File: src/rtl/bop_range_sched.sv
// bop_range_sched: overflow-range table with round-robin insert, merge/evict, flush and registered lookup (BOP_SCHED_STATS_EN adds stats counters)
module bop_range_sched #(
  parameter int NUM_ENTRIES = 8,
  parameter int ADDR_W = 32,
  localparam int IDX_W = $clog2(NUM_ENTRIES)
) (
  input  logic                clk_i,
  input  logic                rst_ni,
  input  logic [1:0]          req_valid_i,
  output logic [1:0]          req_ready_o,
  input  logic [2*ADDR_W-1:0] req_first_i,
  input  logic [2*ADDR_W-1:0] req_last_i,
  input  logic                flush_i,
  output logic                busy_o,
  input  logic                lookup_valid_i,
  input  logic [ADDR_W-1:0]   lookup_addr_i,
  output logic                hit_o,
  output logic                hit_first_o,
  output logic [IDX_W-1:0]    hit_idx_o,
`ifdef BOP_SCHED_STATS_EN
  output logic [15:0]         insert_cnt_o,
  output logic [15:0]         merge_cnt_o,
  output logic [15:0]         evict_cnt_o,
`endif
  output logic [IDX_W:0]      num_valid_o
);
  typedef enum logic [1:0] {IDLE, SCAN, COMMIT, FLUSH} state_t;
  state_t state_q, state_d;
  logic [ADDR_W-1:0] first_q [NUM_ENTRIES];
  logic [ADDR_W-1:0] last_q [NUM_ENTRIES];
  logic [NUM_ENTRIES-1:0] valid_q;
  logic [ADDR_W-1:0] cur_first_q, cur_last_q, rf, rl, m_first, m_last;
  logic [IDX_W-1:0] scan_idx_q, wr_ptr_q, flush_idx_q, match_idx_q, lk_idx;
  logic merge_q, rr_q, flush_pend_q, gnt, flush_req, accept, scan_hit, lk_hit;
  logic [ADDR_W:0] e_last_p1, cur_last_p1;
  logic [IDX_W:0] cnt;
  assign gnt = req_valid_i[rr_q] ? rr_q : ~rr_q;
  assign rf = gnt ? req_first_i[ADDR_W +: ADDR_W] : req_first_i[0 +: ADDR_W];
  assign rl = gnt ? req_last_i[ADDR_W +: ADDR_W] : req_last_i[0 +: ADDR_W];
  assign flush_req = flush_i || flush_pend_q;
  assign accept = (state_q == IDLE) && !flush_req && |req_valid_i;
  assign req_ready_o = accept ? (2'b01 << gnt) : 2'b00;
  assign busy_o = state_q != IDLE;
  assign num_valid_o = cnt;
  assign e_last_p1 = {1'b0, last_q[scan_idx_q]} + 1'b1;
  assign cur_last_p1 = {1'b0, cur_last_q} + 1'b1;
  assign scan_hit = valid_q[scan_idx_q] && ({1'b0, first_q[scan_idx_q]} <= cur_last_p1) &&
                    ({1'b0, cur_first_q} <= e_last_p1);
  assign m_first = (cur_first_q < first_q[match_idx_q]) ? cur_first_q : first_q[match_idx_q];
  assign m_last = (cur_last_q > last_q[match_idx_q]) ? cur_last_q : last_q[match_idx_q];
  // next-state: flush has priority in IDLE; pending flush follows COMMIT without returning to IDLE
  always_comb begin
    state_d = state_q;
    case (state_q)
      IDLE:    state_d = flush_req ? FLUSH : (accept && rf <= rl) ? SCAN : IDLE;
      SCAN:    state_d = (scan_hit || scan_idx_q == IDX_W'(NUM_ENTRIES-1)) ? COMMIT : SCAN;
      COMMIT:  state_d = flush_req ? FLUSH : IDLE;
      FLUSH:   state_d = (flush_idx_q == IDX_W'(NUM_ENTRIES-1)) ? IDLE : FLUSH;
      default: state_d = IDLE;
    endcase
  end
  // lookup against the current table; lowest index wins, plus valid-entry count
  always_comb begin
    lk_hit = 1'b0;
    lk_idx = '0;
    cnt = '0;
    for (int i = NUM_ENTRIES-1; i >= 0; i--) begin
      if (valid_q[i] && first_q[i] <= lookup_addr_i && lookup_addr_i <= last_q[i]) begin
        lk_hit = 1'b1;
        lk_idx = IDX_W'(i);
      end
      cnt = cnt + (IDX_W+1)'(valid_q[i]);
    end
  end
  // FSM, table and lookup registers
  always_ff @(posedge clk_i or negedge rst_ni) begin
    if (!rst_ni) begin
      state_q <= IDLE;
      valid_q <= '0;
      for (int i = 0; i < NUM_ENTRIES; i++) begin
        first_q[i] <= '0;
        last_q[i] <= '0;
      end
      cur_first_q <= '0;
      cur_last_q <= '0;
      scan_idx_q <= '0;
      wr_ptr_q <= '0;
      flush_idx_q <= '0;
      match_idx_q <= '0;
      merge_q <= 1'b0;
      rr_q <= 1'b0;
      flush_pend_q <= 1'b0;
      hit_o <= 1'b0;
      hit_first_o <= 1'b0;
      hit_idx_o <= '0;
    end else begin
      state_q <= state_d;
      hit_o <= lookup_valid_i && lk_hit;
      hit_first_o <= lookup_valid_i && lk_hit && lookup_addr_i == first_q[lk_idx];
      hit_idx_o <= (lookup_valid_i && lk_hit) ? lk_idx : '0;
      flush_idx_q <= (state_q == FLUSH) ? flush_idx_q + 1'b1 : '0;
      if (flush_i && (state_q == SCAN || state_q == COMMIT)) flush_pend_q <= 1'b1;
      if (accept) begin
        rr_q <= ~gnt;
        cur_first_q <= rf;
        cur_last_q <= rl;
        scan_idx_q <= '0;
      end
      if (state_q == SCAN) begin
        merge_q <= scan_hit;
        match_idx_q <= scan_idx_q;
        scan_idx_q <= scan_idx_q + 1'b1;
      end
      if (state_q == COMMIT && merge_q) begin
        first_q[match_idx_q] <= m_first;
        last_q[match_idx_q] <= m_last;
      end
      if (state_q == COMMIT && !merge_q) begin
        first_q[wr_ptr_q] <= cur_first_q;
        last_q[wr_ptr_q] <= cur_last_q;
        valid_q[wr_ptr_q] <= 1'b1;
        wr_ptr_q <= wr_ptr_q + 1'b1;
      end
      if (state_q == FLUSH) valid_q[flush_idx_q] <= 1'b0;
      if (state_q == FLUSH && flush_idx_q == IDX_W'(NUM_ENTRIES-1)) begin
        wr_ptr_q <= '0;
        flush_pend_q <= 1'b0;
      end
    end
  end
`ifdef BOP_SCHED_STATS_EN
  // saturating commit statistics, untouched by flush
  always_ff @(posedge clk_i or negedge rst_ni) begin
    if (!rst_ni) begin
      insert_cnt_o <= '0;
      merge_cnt_o <= '0;
      evict_cnt_o <= '0;
    end else if (state_q == COMMIT) begin
      if (!merge_q && insert_cnt_o != 16'hFFFF) insert_cnt_o <= insert_cnt_o + 1'b1;
      if (merge_q && merge_cnt_o != 16'hFFFF) merge_cnt_o <= merge_cnt_o + 1'b1;
      if (!merge_q && valid_q[wr_ptr_q] && evict_cnt_o != 16'hFFFF) evict_cnt_o <= evict_cnt_o + 1'b1;
    end
  end
`endif
endmodule

File: config.mk
export PLATFORM = sky130hd
export DESIGN_NAME = bop_range_sched
export DESIGN_NICKNAME = d
export VERILOG_FILES = /design/src/rtl/bop_range_sched.sv
export SDC_FILE = /design/constraint.sdc
export NUM_CORES = 2
export LEC_CHECK = 0
export BUFFER_PORTS_ARGS = -buffer_cell sky130_fd_sc_hd__buf_2
export CAP_MARGIN = 20
export CORE_UTILIZATION = 40
export DETAILED_ROUTE_END_ITERATION = 10
export PLACE_DENSITY = 0.56
export SLEW_MARGIN = 20
export SYNTH_ARGS = -nofsm -noshare
export SYNTH_HDL_FRONTEND = slang
export SYNTH_SLANG_ARGS = --single-unit
export TNS_END_PERCENT = 20
File: constraint.sdc
create_clock -name clk_i -period 8.5 [get_ports clk_i]
set_input_delay 0.85 -clock clk_i [delete_from_list [all_inputs] [get_ports clk_i]]
set_output_delay 0.85 -clock clk_i [all_outputs]
set_load 0.01 [all_outputs]
==> impl_results.md <==
* Outcome: completed
* Sequential share of the synthesized area at 0.2831
* Count of state elements after synthesis at 606
* Clock transition at the register clock pins on the worst setup and hold paths after CTS at 60 ps
* Number of cells on the worst reg-to-reg path at 21
* Number of antenna violations at the first check in global routing at 19
* Clock root buffer: sky130_fd_sc_hd__clkbuf_16
* Post-synth EDFFs at 0
* Number of fillers in the final layout at between 10000 and 15000
* Number of nets in the synthesized netlist at 7200
* Cells after Synth at 6344
* Via count of the first global-routing pass at 52130
* Endpoints failing setup at 0
* Most frequent cell on the critical path: sky130_fd_sc_hd__nand2_1
* Row count at between 100 and 150
* Final net count at 7205
* Slew Limit Fails at 0
* GRT busiest layer: met2
* Post-CTS resize count at 0
* Post-synth top flop: sky130_fd_sc_hd__dfrtp_1
* Number of H-tree branching levels at 3
* Clk_lat worst skew at 720 ps
* Count of unique library cells instantiated by Yosys at 85
* Global route total overflow at 0
* Leak pwr at 25.78 nW
* Layout cell share with drive strength beyond 1 at 0.1196
* Worst-case vdd ir drop at 0.2251 mV
* Cell with the biggest individual delay on the critical path: sky130_fd_sc_hd__dfrtp_4
* Total stage count of the critical path at 21
* Max-Slew Margin vs Limit at 0.1796
* Core box area at 132100 µm²
* Classification of the worst-slack hold path: in -> async
* Total via count after detailed routing at 55960
* CTS Hold Bufs at 0
* Arrival time worst endpoint at 8590 ps
* Post-synth ARST share at 1.000
* Crit-path max FO at 43
* Detail-routed via count per cell at 6.851
* Global placer's final weighted congestion at 1.166
* Crit path launch type: register
* Setup TNS at 0 ps
* Worst path buffer plus inverter count at 1
* Cell Pwr Density at 457.8 nW/µm²
* Slew of the pin with the lowest slew margin at approximately 1200 ps
* Worst setup path class: reg -> reg
* Met2 demand-to-capacity share in global routing at 0.6260
* Global-route usage over all layers at 0.4175
* Timing-limited maximum frequency at 126.1 MHz
* Cell type group with the largest total delay on the critical path: simple AND/OR/NAND/NOR gates
* Total setup buffers inserted after CTS at 0
* Num CTS Buffers at 78
* Pin count of the biggest net entering global routing at ~150
* Worst-case clock buffer depth at 3
* Ordered cell list for the critical path: mux4_2 > o21ai_0 > nand2_1 > nor4_1 > and2_1 > nand2_1 > nor2_1 > nand2_1 > or2_2 > nor2_1 > xor2_1 > ha_1 > nand4_1 > nor3_1 > nand4_1 > o21ai_0 > a21oi_1 > a21boi_0 > a211oi_1 > buf_4 > mux2_2
* Maximum single-stage delay on the critical path at approximately 1000 ps
* Area of the mapped netlist at ~54000 µm²
* Required time worst endpoint at 9160 ps
* Area added between synthesis and finish at 10.72%
* Wire length of the first global-routing pass at 406.0 mm
* Average cell area after synthesis at 8.443 µm²
* Post-Layout Cell Count at 8167
* Number of max-capacitance violations reported at 0
* Remaining DRCs at 0
* IO Port Bufs at 177
* Detailed Place HPWL at around 210 mm
* Met1 track demand over resource in global routing at 0.5256
* Die outline area at 135400 µm²
* Unrepaired setup endpoints after global routing: false
* DR iter-0 viols at 7943
* Number of iterations in the first detailed-routing pass at 6
* CTS tree: done
* Final hold violation count at 0
* Clock Skews at 38.80 ps
* Total I/O pin count at 178
* Initial Util at 0.4054
* X dimension of the die at between 300 and 400 µm
* CP Capture Type: register
* Final routed wire length divided by cell count at 35.41 µm
* Die Ht at between 300 and 400 µm
* Period minus WS final at 7930 ps
* Yosys warning count at 0
* Sinks on the clock net at 606
* Post-route fraction of the period consumed by the critical path at 0.9329
* Total wirelength of the detailed-routed design at 289.2 mm
* Met3 track demand over resource in global routing at 0.1143
* Antenna-violating nets left at 0
* Number of placed instances with taps included at 8023
## cell usage after synthesis, types with 72 or more instances
cell | n | area, µm²
sky130_fd_sc_hd__ha_1 | 686 | 8583
sky130_fd_sc_hd__a22oi_1 | 272 | 2042
sky130_fd_sc_hd__a21o_1 | 72 | 540.5
sky130_fd_sc_hd__mux4_2 | 130 | 2928
sky130_fd_sc_hd__dfrtp_1 | 606 | 15160
sky130_fd_sc_hd__nand4_1 | 177 | 1107
sky130_fd_sc_hd__buf_1 | 86 | 322.8
sky130_fd_sc_hd__a21oi_1 | 658 | 3293
sky130_fd_sc_hd__mux2i_1 | 82 | 820.8
sky130_fd_sc_hd__clkbuf_1 | 297 | 1115
sky130_fd_sc_hd__a211oi_1 | 169 | 1269
sky130_fd_sc_hd__mux2_2 | 106 | 1194
sky130_fd_sc_hd__nor2_1 | 502 | 1884
sky130_fd_sc_hd__inv_1 | 388 | 1456
sky130_fd_sc_hd__o22ai_1 | 270 | 1689
sky130_fd_sc_hd__nand3_1 | 89 | 445.4
sky130_fd_sc_hd__nand2_1 | 634 | 2380
sky130_fd_sc_hd__o21ai_0 | 417 | 2087
## path summary, 6_finish.rpt
path / startpoint / end / slack (ps)
setup / recovery: scan_idx_q[0]$_DFFE_PN0P_ / merge_q$_DFFE_PN0P_ / 570
hold / removal: rst_ni / first_q[193]$_DFF_PN0_ / 180
setup reg to reg: scan_idx_q[0]$_DFFE_PN0P_ / merge_q$_DFFE_PN0P_ / 570
hold reg to reg: cur_first_q[24]$_DFFE_PN0P_ / cur_first_q[24]$_DFFE_PN0P_ / 480
max in group asynchronous: rst_ni / last_q[125]$_DFF_PN0_ / 6840
min in group clk_i: cur_first_q[24]$_DFFE_PN0P_ / cur_first_q[24]$_DFFE_PN0P_ / 480
## registers in the layout (all words and copies together), names as in the netlist
signal / flops
merge_q: 1
wr_ptr_q: 3
hit_o: 1
cur_first_q: 32
flush_idx_q: 3
flush_pend_q: 1
cur_last_q: 32
hit_first_o: 1
rr_q: 1
match_idx_q: 3
state_q: 2
valid_q: 8
first_q: 256
hit_idx_o: 3
last_q: 256
scan_idx_q: 3
## where the power goes
part / leakage [nW] / internal, mW / switching [mW] / total [mW]
logic: 16.6 / 6.17 / 10.5 / 16.7
clock network: 1.34 / 2.17 / 1.49 / 3.66
registers: 7.84 / 4.09 / 2.73 / 6.81
## cell families (layout without fill, tap and decap cells)
kind of cell | Yosys count | after routing | share of synthesized area
compound gates | 2117 | 2117 | 0.2446
simple gates | 1717 | 1717 | 0.1481
fa+ha+maj | 690 | 690 | 0.1617
other cells | 0 | 8 | 0
mux | 319 | 319 | 0.09248
flops | 606 | 606 | 0.2831
buf+inv | 832 | 892 | 0.05962
xor+xnor | 63 | 63 | 0.01030
## per-layer routing
metal | wire length [µm] | share of wire
met5 | 67 | 0.00023
met4 | 23050 | 0.080
met3 | 32970 | 0.11
met2 | 123700 | 0.43
met1 | 109400 | 0.38
## final cells by class
cell class,count,area (µm²),share of cell area
well taps,1755,2196,0.03703
flip-flops and latches,606,15180,0.2559
inverters,407,1528,0.02576
diodes,8,20.02,0.0003376
clock buffers,102,2205,0.03718
multi-input cells,4906,35370,0.5965
repair buffers,350,2282,0.03849
clock inverters,33,519.2,0.008756
## metrics by stage
| step | instance area (µm²) | total power, mW | util | hold slack (ps) | worst slack [ps] |
|---|---|---|---|---|---|
| after floorplan | 53560 | 15.70 | - | 473.2 | 2786 |
| after global placement | 56530 | 22.53 | 0.4279 | 463.7 | 1181 |
| after detailed placement | 56540 | 22.71 | 0.4279 | 466.2 | 1123 |
| after CTS | 59260 | 26.40 | 0.4485 | 209.0 | 1103 |
| after global routing | 59280 | 28.33 | 0.4487 | 235.2 | 585.9 |
| final | 59300 | 27.15 | 0.4488 | 178.9 | 570.4 |
## layout by cell type, fill, tap and decap left out, drive strengths merged, types with 34 or more instances in the layout
cell,count
nand2,634
nand3,89
inv,393
xnor2,49
clkbuf,103
a22oi,272
mux2,107
mux2i,82
o22ai,270
nand4,177
nand2b,38
clkinv,34
nor2,502
ha,686
dfrtp,606
o21ai,421
nor4,41
buf,349
o21a,49
and4,44
nor3,43
mux4,130
o211ai,34
a211oi,170
nor2b,43
a21o,72
a21oi,660
(Power assumes the default switching activity.)
